$ cat config.mk
export PLATFORM = sky130hd
export DESIGN_NAME = ssm_modexp_ctrl
export DESIGN_NICKNAME = d
export VERILOG_FILES = /design/src/rtl/ssm_modexp_ctrl.sv
export SDC_FILE = /design/constraint.sdc
export NUM_CORES = 1
export LEC_CHECK = 0
export CAP_MARGIN = 25
export CORE_MARGIN = 4
export CORE_UTILIZATION = 35
export CTS_BUF_LIST = sky130_fd_sc_hd__clkbuf_16
export CTS_CLUSTER_SIZE = 12
export DETAILED_ROUTE_END_ITERATION = 8
export SLEW_MARGIN = 20
export SYNTH_ARGS = -nofsm -noshare
export SYNTH_HDL_FRONTEND = slang
export SYNTH_SLANG_ARGS = --single-unit
$ cat constraint.sdc
create_clock -name clk -period 1.8 [get_ports clk]
set_input_delay 0.54 -clock clk [delete_from_list [all_inputs] [get_ports clk]]
set_output_delay 0.54 -clock clk [all_outputs]
set_load 0.005 [all_outputs]
$ cat src/rtl/ssm_modexp_ctrl.sv
// ---------------------------------------------------------------------------
// ssm_modexp_ctrl
//   Sequencer that computes R = base^exponent mod modulus. It scans the
//   exponent MSB first with left-to-right square-and-multiply. Each step is one
//   modular multiplication on an external shift-and-subtract core, issued over
//   the core's start/ready handshake.
//
// Ports
//   clk       in   single clock, all state on the rising edge
//   rst       in   synchronous active-high reset
//   start     in   host request, sampled only while ready=1
//   base      in   WIDTH      base (expected < modulus)
//   exponent  in   EXP_WIDTH  exponent
//   modulus   in   WIDTH      modulus (expected != 0)
//   ready     out  high only while idle
//   done      out  one-cycle pulse when result is updated
//   result    out  WIDTH      final R, held until the next accepted start
//   mm_start  out  one-cycle start pulse to the multiplier core
//   mm_a      out  WIDTH      core operand A
//   mm_b      out  WIDTH      core operand B
//   mm_n      out  WIDTH      core modulus
//   mm_ready  in   core idle / product valid
//   mm_p      in   WIDTH      core product A*B mod N
// ---------------------------------------------------------------------------
module ssm_modexp_ctrl #(
  parameter int WIDTH     = 8,
  parameter int EXP_WIDTH = 8
) (
  input  logic                 clk,
  input  logic                 rst,
  input  logic                 start,
  input  logic [WIDTH-1:0]     base,
  input  logic [EXP_WIDTH-1:0] exponent,
  input  logic [WIDTH-1:0]     modulus,
  output logic                 ready,
  output logic                 done,
  output logic [WIDTH-1:0]     result,
  output logic                 mm_start,
  output logic [WIDTH-1:0]     mm_a,
  output logic [WIDTH-1:0]     mm_b,
  output logic [WIDTH-1:0]     mm_n,
  input  logic                 mm_ready,
  input  logic [WIDTH-1:0]     mm_p
);

  localparam int CW = (EXP_WIDTH > 1) ? $clog2(EXP_WIDTH) : 1;

  typedef enum logic [2:0] {
    S_IDLE,
    S_LOAD,
    S_SQ_ISS,
    S_SQ_WAIT,
    S_MU_ISS,
    S_MU_WAIT,
    S_NEXT,
    S_FIN
  } state_t;

  state_t               r_state;
  logic [WIDTH-1:0]     r_base;
  logic [EXP_WIDTH-1:0] r_exp;
  logic [WIDTH-1:0]     r_mod;
  logic [WIDTH-1:0]     r_acc;      // running value R
  logic [CW-1:0]        r_cnt;      // exponent bit currently being processed
  logic                 r_first;    // first cycle of a WAIT state
  logic                 r_ready;
  logic                 r_done;
  logic [WIDTH-1:0]     r_result;
  logic                 r_mm_start;
  logic [WIDTH-1:0]     r_mm_a;
  logic [WIDTH-1:0]     r_mm_b;
  logic [WIDTH-1:0]     r_mm_n;

  always_ff @(posedge clk) begin
    if (rst) begin
      r_state    <= S_IDLE;
      r_base     <= '0;
      r_exp      <= '0;
      r_mod      <= '0;
      r_acc      <= '0;
      r_cnt      <= '0;
      r_first    <= 1'b0;
      r_ready    <= 1'b1;
      r_done     <= 1'b0;
      r_result   <= '0;
      r_mm_start <= 1'b0;
      r_mm_a     <= '0;
      r_mm_b     <= '0;
      r_mm_n     <= '0;
    end else begin
      // Pulses default low; only ISS and FIN raise them for one cycle.
      r_mm_start <= 1'b0;
      r_done     <= 1'b0;
      case (r_state)
        S_IDLE: begin
          if (start) begin
            r_base  <= base;
            r_exp   <= exponent;
            r_mod   <= modulus;
            // x mod 1 is always 0, so seed R accordingly.
            r_acc   <= (modulus == WIDTH'(1)) ? '0 : WIDTH'(1);
            r_cnt   <= CW'(EXP_WIDTH - 1);
            r_ready <= 1'b0;
            r_state <= S_LOAD;
          end
        end
        S_LOAD: begin
          r_mm_n  <= r_mod;
          r_state <= S_SQ_ISS;
        end
        S_SQ_ISS: begin
          // The core may still be finishing an operation started before a reset.
          if (mm_ready) begin
            r_mm_a     <= r_acc;
            r_mm_b     <= r_acc;
            r_mm_start <= 1'b1;
            r_first    <= 1'b1;
            r_state    <= S_SQ_WAIT;
          end
        end
        S_SQ_WAIT: begin
          // mm_ready is stale while the core is still sampling the start pulse.
          if (r_first) begin
            r_first <= 1'b0;
          end else if (mm_ready) begin
            r_acc   <= mm_p;
            r_state <= r_exp[r_cnt] ? S_MU_ISS : S_NEXT;
          end
        end
        S_MU_ISS: begin
          if (mm_ready) begin
            r_mm_a     <= r_acc;
            r_mm_b     <= r_base;
            r_mm_start <= 1'b1;
            r_first    <= 1'b1;
            r_state    <= S_MU_WAIT;
          end
        end
        S_MU_WAIT: begin
          if (r_first) begin
            r_first <= 1'b0;
          end else if (mm_ready) begin
            r_acc   <= mm_p;
            r_state <= S_NEXT;
          end
        end
        S_NEXT: begin
          if (r_cnt == '0) begin
            r_state <= S_FIN;
          end else begin
            r_cnt   <= r_cnt - CW'(1);
            r_state <= S_SQ_ISS;
          end
        end
        S_FIN: begin
          r_result <= r_acc;
          r_done   <= 1'b1;
          r_ready  <= 1'b1;
          r_state  <= S_IDLE;
        end
        default: begin
          r_state <= S_IDLE;
          r_ready <= 1'b1;
        end
      endcase
    end
  end

  assign ready    = r_ready;
  assign done     = r_done;
  assign result   = r_result;
  assign mm_start = r_mm_start;
  assign mm_a     = r_mm_a;
  assign mm_b     = r_mm_b;
  assign mm_n     = r_mm_n;

endmodule

==> impl_metrics.py, run 1 <==
metrics = {
    "die": {
        "fp-row-count": 33,
        "core_area_um2": 8180,
        "dieWidth_um": 99.3,
        "die_h_um": 99.3,
        "start_util_pct": 35.7,
        "pin_count": 71,
        "dieArea_um2": 9870,
    },
    "route": {
        "antenna_left": 0,
        "dr.pass1.iters": 5,
        "wl_per_cell_um": 14.0,
        "wl_met3_um": 343,
        "drc_errors": 0,
        "top_layer": "met4",
        "route.vias.total": 2637,
        "routed_wl_mm": 7.54,
        "viasPerCell": 4.91,
        "wirelength_met1_mm": 3.61,
        "wl_met2_mm": 3.45,
        "drt_iter0_drc": 97,
    },
    "yosys": {
        "ys.flop_type": "dfxtp_1",
        "synth_area_leaders": "dfxtp_1 51%, nand2_1 13%, a21oi_1 9.4%, mux2i_1 3.8%, nor2_1 2.4%",
        "yosysWarnings": 0,
        "syn_inst": 343,
        "syn_avg_cell_area_um2": 8.51,
        "netlist_area_um2": 2920,
        "syn_nets": 381,
        "synth.distinct_cells": 41,
        "synth_top_cell_area_share_pct": 50.8,
        "yosysTopAreaCell": "dfxtp_1",
        "synth_edf_count": 0,
        "seq_area_frac_synth_pct": 50.8,
        "ys_async_sr_fraction_pct": 0,
        "ys_ff_latch": 74,
    },
    "worst_setup_path": {
        "path_cells": "clkdlybuf4s50_1",
        "critPathArrivalTime_ps": 1210,
        "cp-start-kind": "register",
        "worst-setup-path-type": "reg -> out",
        "path_delay_family": "buffers and inverters",
        "critPathBufInv": 1,
        "cp.required_ps": 1260,
        "end_kind": "output pin",
        "slowest_delay_ps": 520,
        "cp_slowest_cell": "clkdlybuf4s50_1",
        "crit_fanout": 2,
    },
    "placement": {
        "dp_hpwl_mm": 5.48,
        "place.gp.congestion": 0.768,
        "placed_cells": 521,
        "post-place-ws_ps": -173,
        "io_buffers": 70,
    },
    "cts": {
        "cts_hold_buf": 0,
        "clock_path_buffers": 2,
        "cts_tree": "yes",
        "cts_max_level": 3,
        "clkLatencyLatePin_ps": 330,
        "cts.sinks": 74,
        "cts_buffers": 9,
        "clkTransAtPathRegs_ps": 60,
        "cts-root-buf": "clkbuf_16",
    },
    "sta": {
        "finalWorstSetupSlack_ps": 50.2,
        "finClkSkew_ps": 6.84,
        "slew_viol_final": 0,
        "hold_viol": 0,
        "setup_viol": 0,
        "max_clock_freq_mhz": 571,
        "finalCriticalPeriod_ps": 1750,
        "max-slew-margin-rel_pct": 65.7,
        "rsz0062_at_grt": "false",
        "fin_crit_sh_pct": 97.2,
        "worst_pin_slew_ps": 514,
    },
    "pwr": {
        "power_density_nw_per_um2": 1150,
        "p_leak_nw": 1.49,
        "vdd_drop_max_mv": 0.617,
    },
    "status": {
        "status": "complete, no violations",
    },
    "grt": {
        "grt_pass1_wl_mm": 12.4,
        "grt_antenna_before_repair": 0,
        "grtUsageTotal_pct": 15.8,
        "grt_pass1_vias": 2549,
        "gr-total-overflow": 0,
        "grt_max_degree": 37,
    },
    "final_layout": {
        "layout-drive-gt1-share_pct": 11.3,
        "final_cell_mix": "100 x nand2_1, 73 x dfxtp_1, 69 x clkdlybuf4s50_1",
        "antenna_cells": 0,
        "syn_to_final_growth_pct": 43.7,
        "layout.nets": 465,
        "final_common_cell": "nand2_1",
        "instances_no_fill": 537,
    },
    "run": {
        "max_cap_violations": 0,
    },
    "worst_hold_path": {
        "hold_class": "reg -> reg",
    },
}
-- cells by family (layout without fill, tap and decap cells) --
group	count (synthesis)	in the layout	synth area share, %
compound gates	84	84	17.0
xor+xnor	2	2	0.600
fa+ha+maj	2	2	0.857
buf+inv	26	115	3.94
flops	74	74	50.8
mux	13	13	5.32
simple gates	142	142	21.5
-- Yosys cell counts (2+ instances only) --
master    count
mux2i_1      11
nand2_1     100
and4_1        2
clkbuf_1     11
buf_2         8
o21ai_0       2
a22oi_1       8
buf_4         2
nor2_1       19
o211ai_1      2
nor4_1        2
a21oi_1      55
mux4_2        2
nor3_1        4
ha_1          2
dfxtp_1      74
inv_1         5
a211oi_1      9
nand2b_1      3
-- final timing paths --
path,startpoint,slack [ps],endpoint,cells past startpoint
max,mm_b[6],50,mm_b[6],1
min,r_mod[7],450,mm_n[7],2
max reg2reg,r_state[2],180,r_acc[1],4
min reg2reg,r_mod[7],450,mm_n[7],2
-- metal layers --
layer / up-vias / track usage, %
met5: - / 0
met4: 0 / 7.04
met3: 11 / 3.30
met2: 63 / 24.0
met1: 1216 / 21.5
li1: 1347 / -
-- area by class of cell --
class,count,area [um2]
Fill cell,751,3980
Sequential cell,74,1480
Multi-Input combinational cell,243,1320
Timing Repair Buffer,94,888
Clock buffer,9,225
Tap cell,105,131
Clock inverter,7,125
Inverter,5,18.8
-- sequential cells by signal, indices dropped and copies added (netlist names) --
name and flops:
mm_n 8, r_state 3, result 8, done 1, ready 1, r_base 8
r_acc 8, r_cnt 3, r_mod 8, mm_a 8, mm_b 8, r_exp 8
mm_start 1, r_first 1
-- per-stage QoR --
step	TNS, ps	utilization, %	power (mW)	hold WS [ps]	area [um2]
floorplan	0	-	2.40	432	2920
global route	0	51.3	5.03	468	4190
global placement	-4640	47.0	2.78	439	3840
finish	0	51.3	4.83	452	4190
detailed placement	-5390	47.0	2.79	446	3840
CTS	0	51.3	4.86	454	4190
-- power breakdown --
part	switching (mW)	internal, mW
logic	0.437	0.412
clock network	0.708	1.37
registers	0.125	1.78
-- timing repair --
| action | 4_1_cts | 5_1_grt |
|---|---|---|
| setup buffers | 0 | 0 |
| resized for setup | 0 | 1 |
| setup endpoints to repair | 0 | 8 |
No activity file was read; power rests on OpenSTA's default activity.
==> run 2: changes to the inputs <==
--- a/config.mk
+++ b/config.mk
@@ -11,7 +11,7 @@
 export CTS_BUF_LIST = sky130_fd_sc_hd__clkbuf_16
 export CTS_CLUSTER_SIZE = 12
 export DETAILED_ROUTE_END_ITERATION = 8
-export SLEW_MARGIN = 20
+export SLEW_MARGIN = 15
 export SYNTH_ARGS = -nofsm -noshare
 export SYNTH_HDL_FRONTEND = slang
 export SYNTH_SLANG_ARGS = --single-unit
==> results of run 2 <==
Final layout, timing and power as in run 1 (identical DEF).
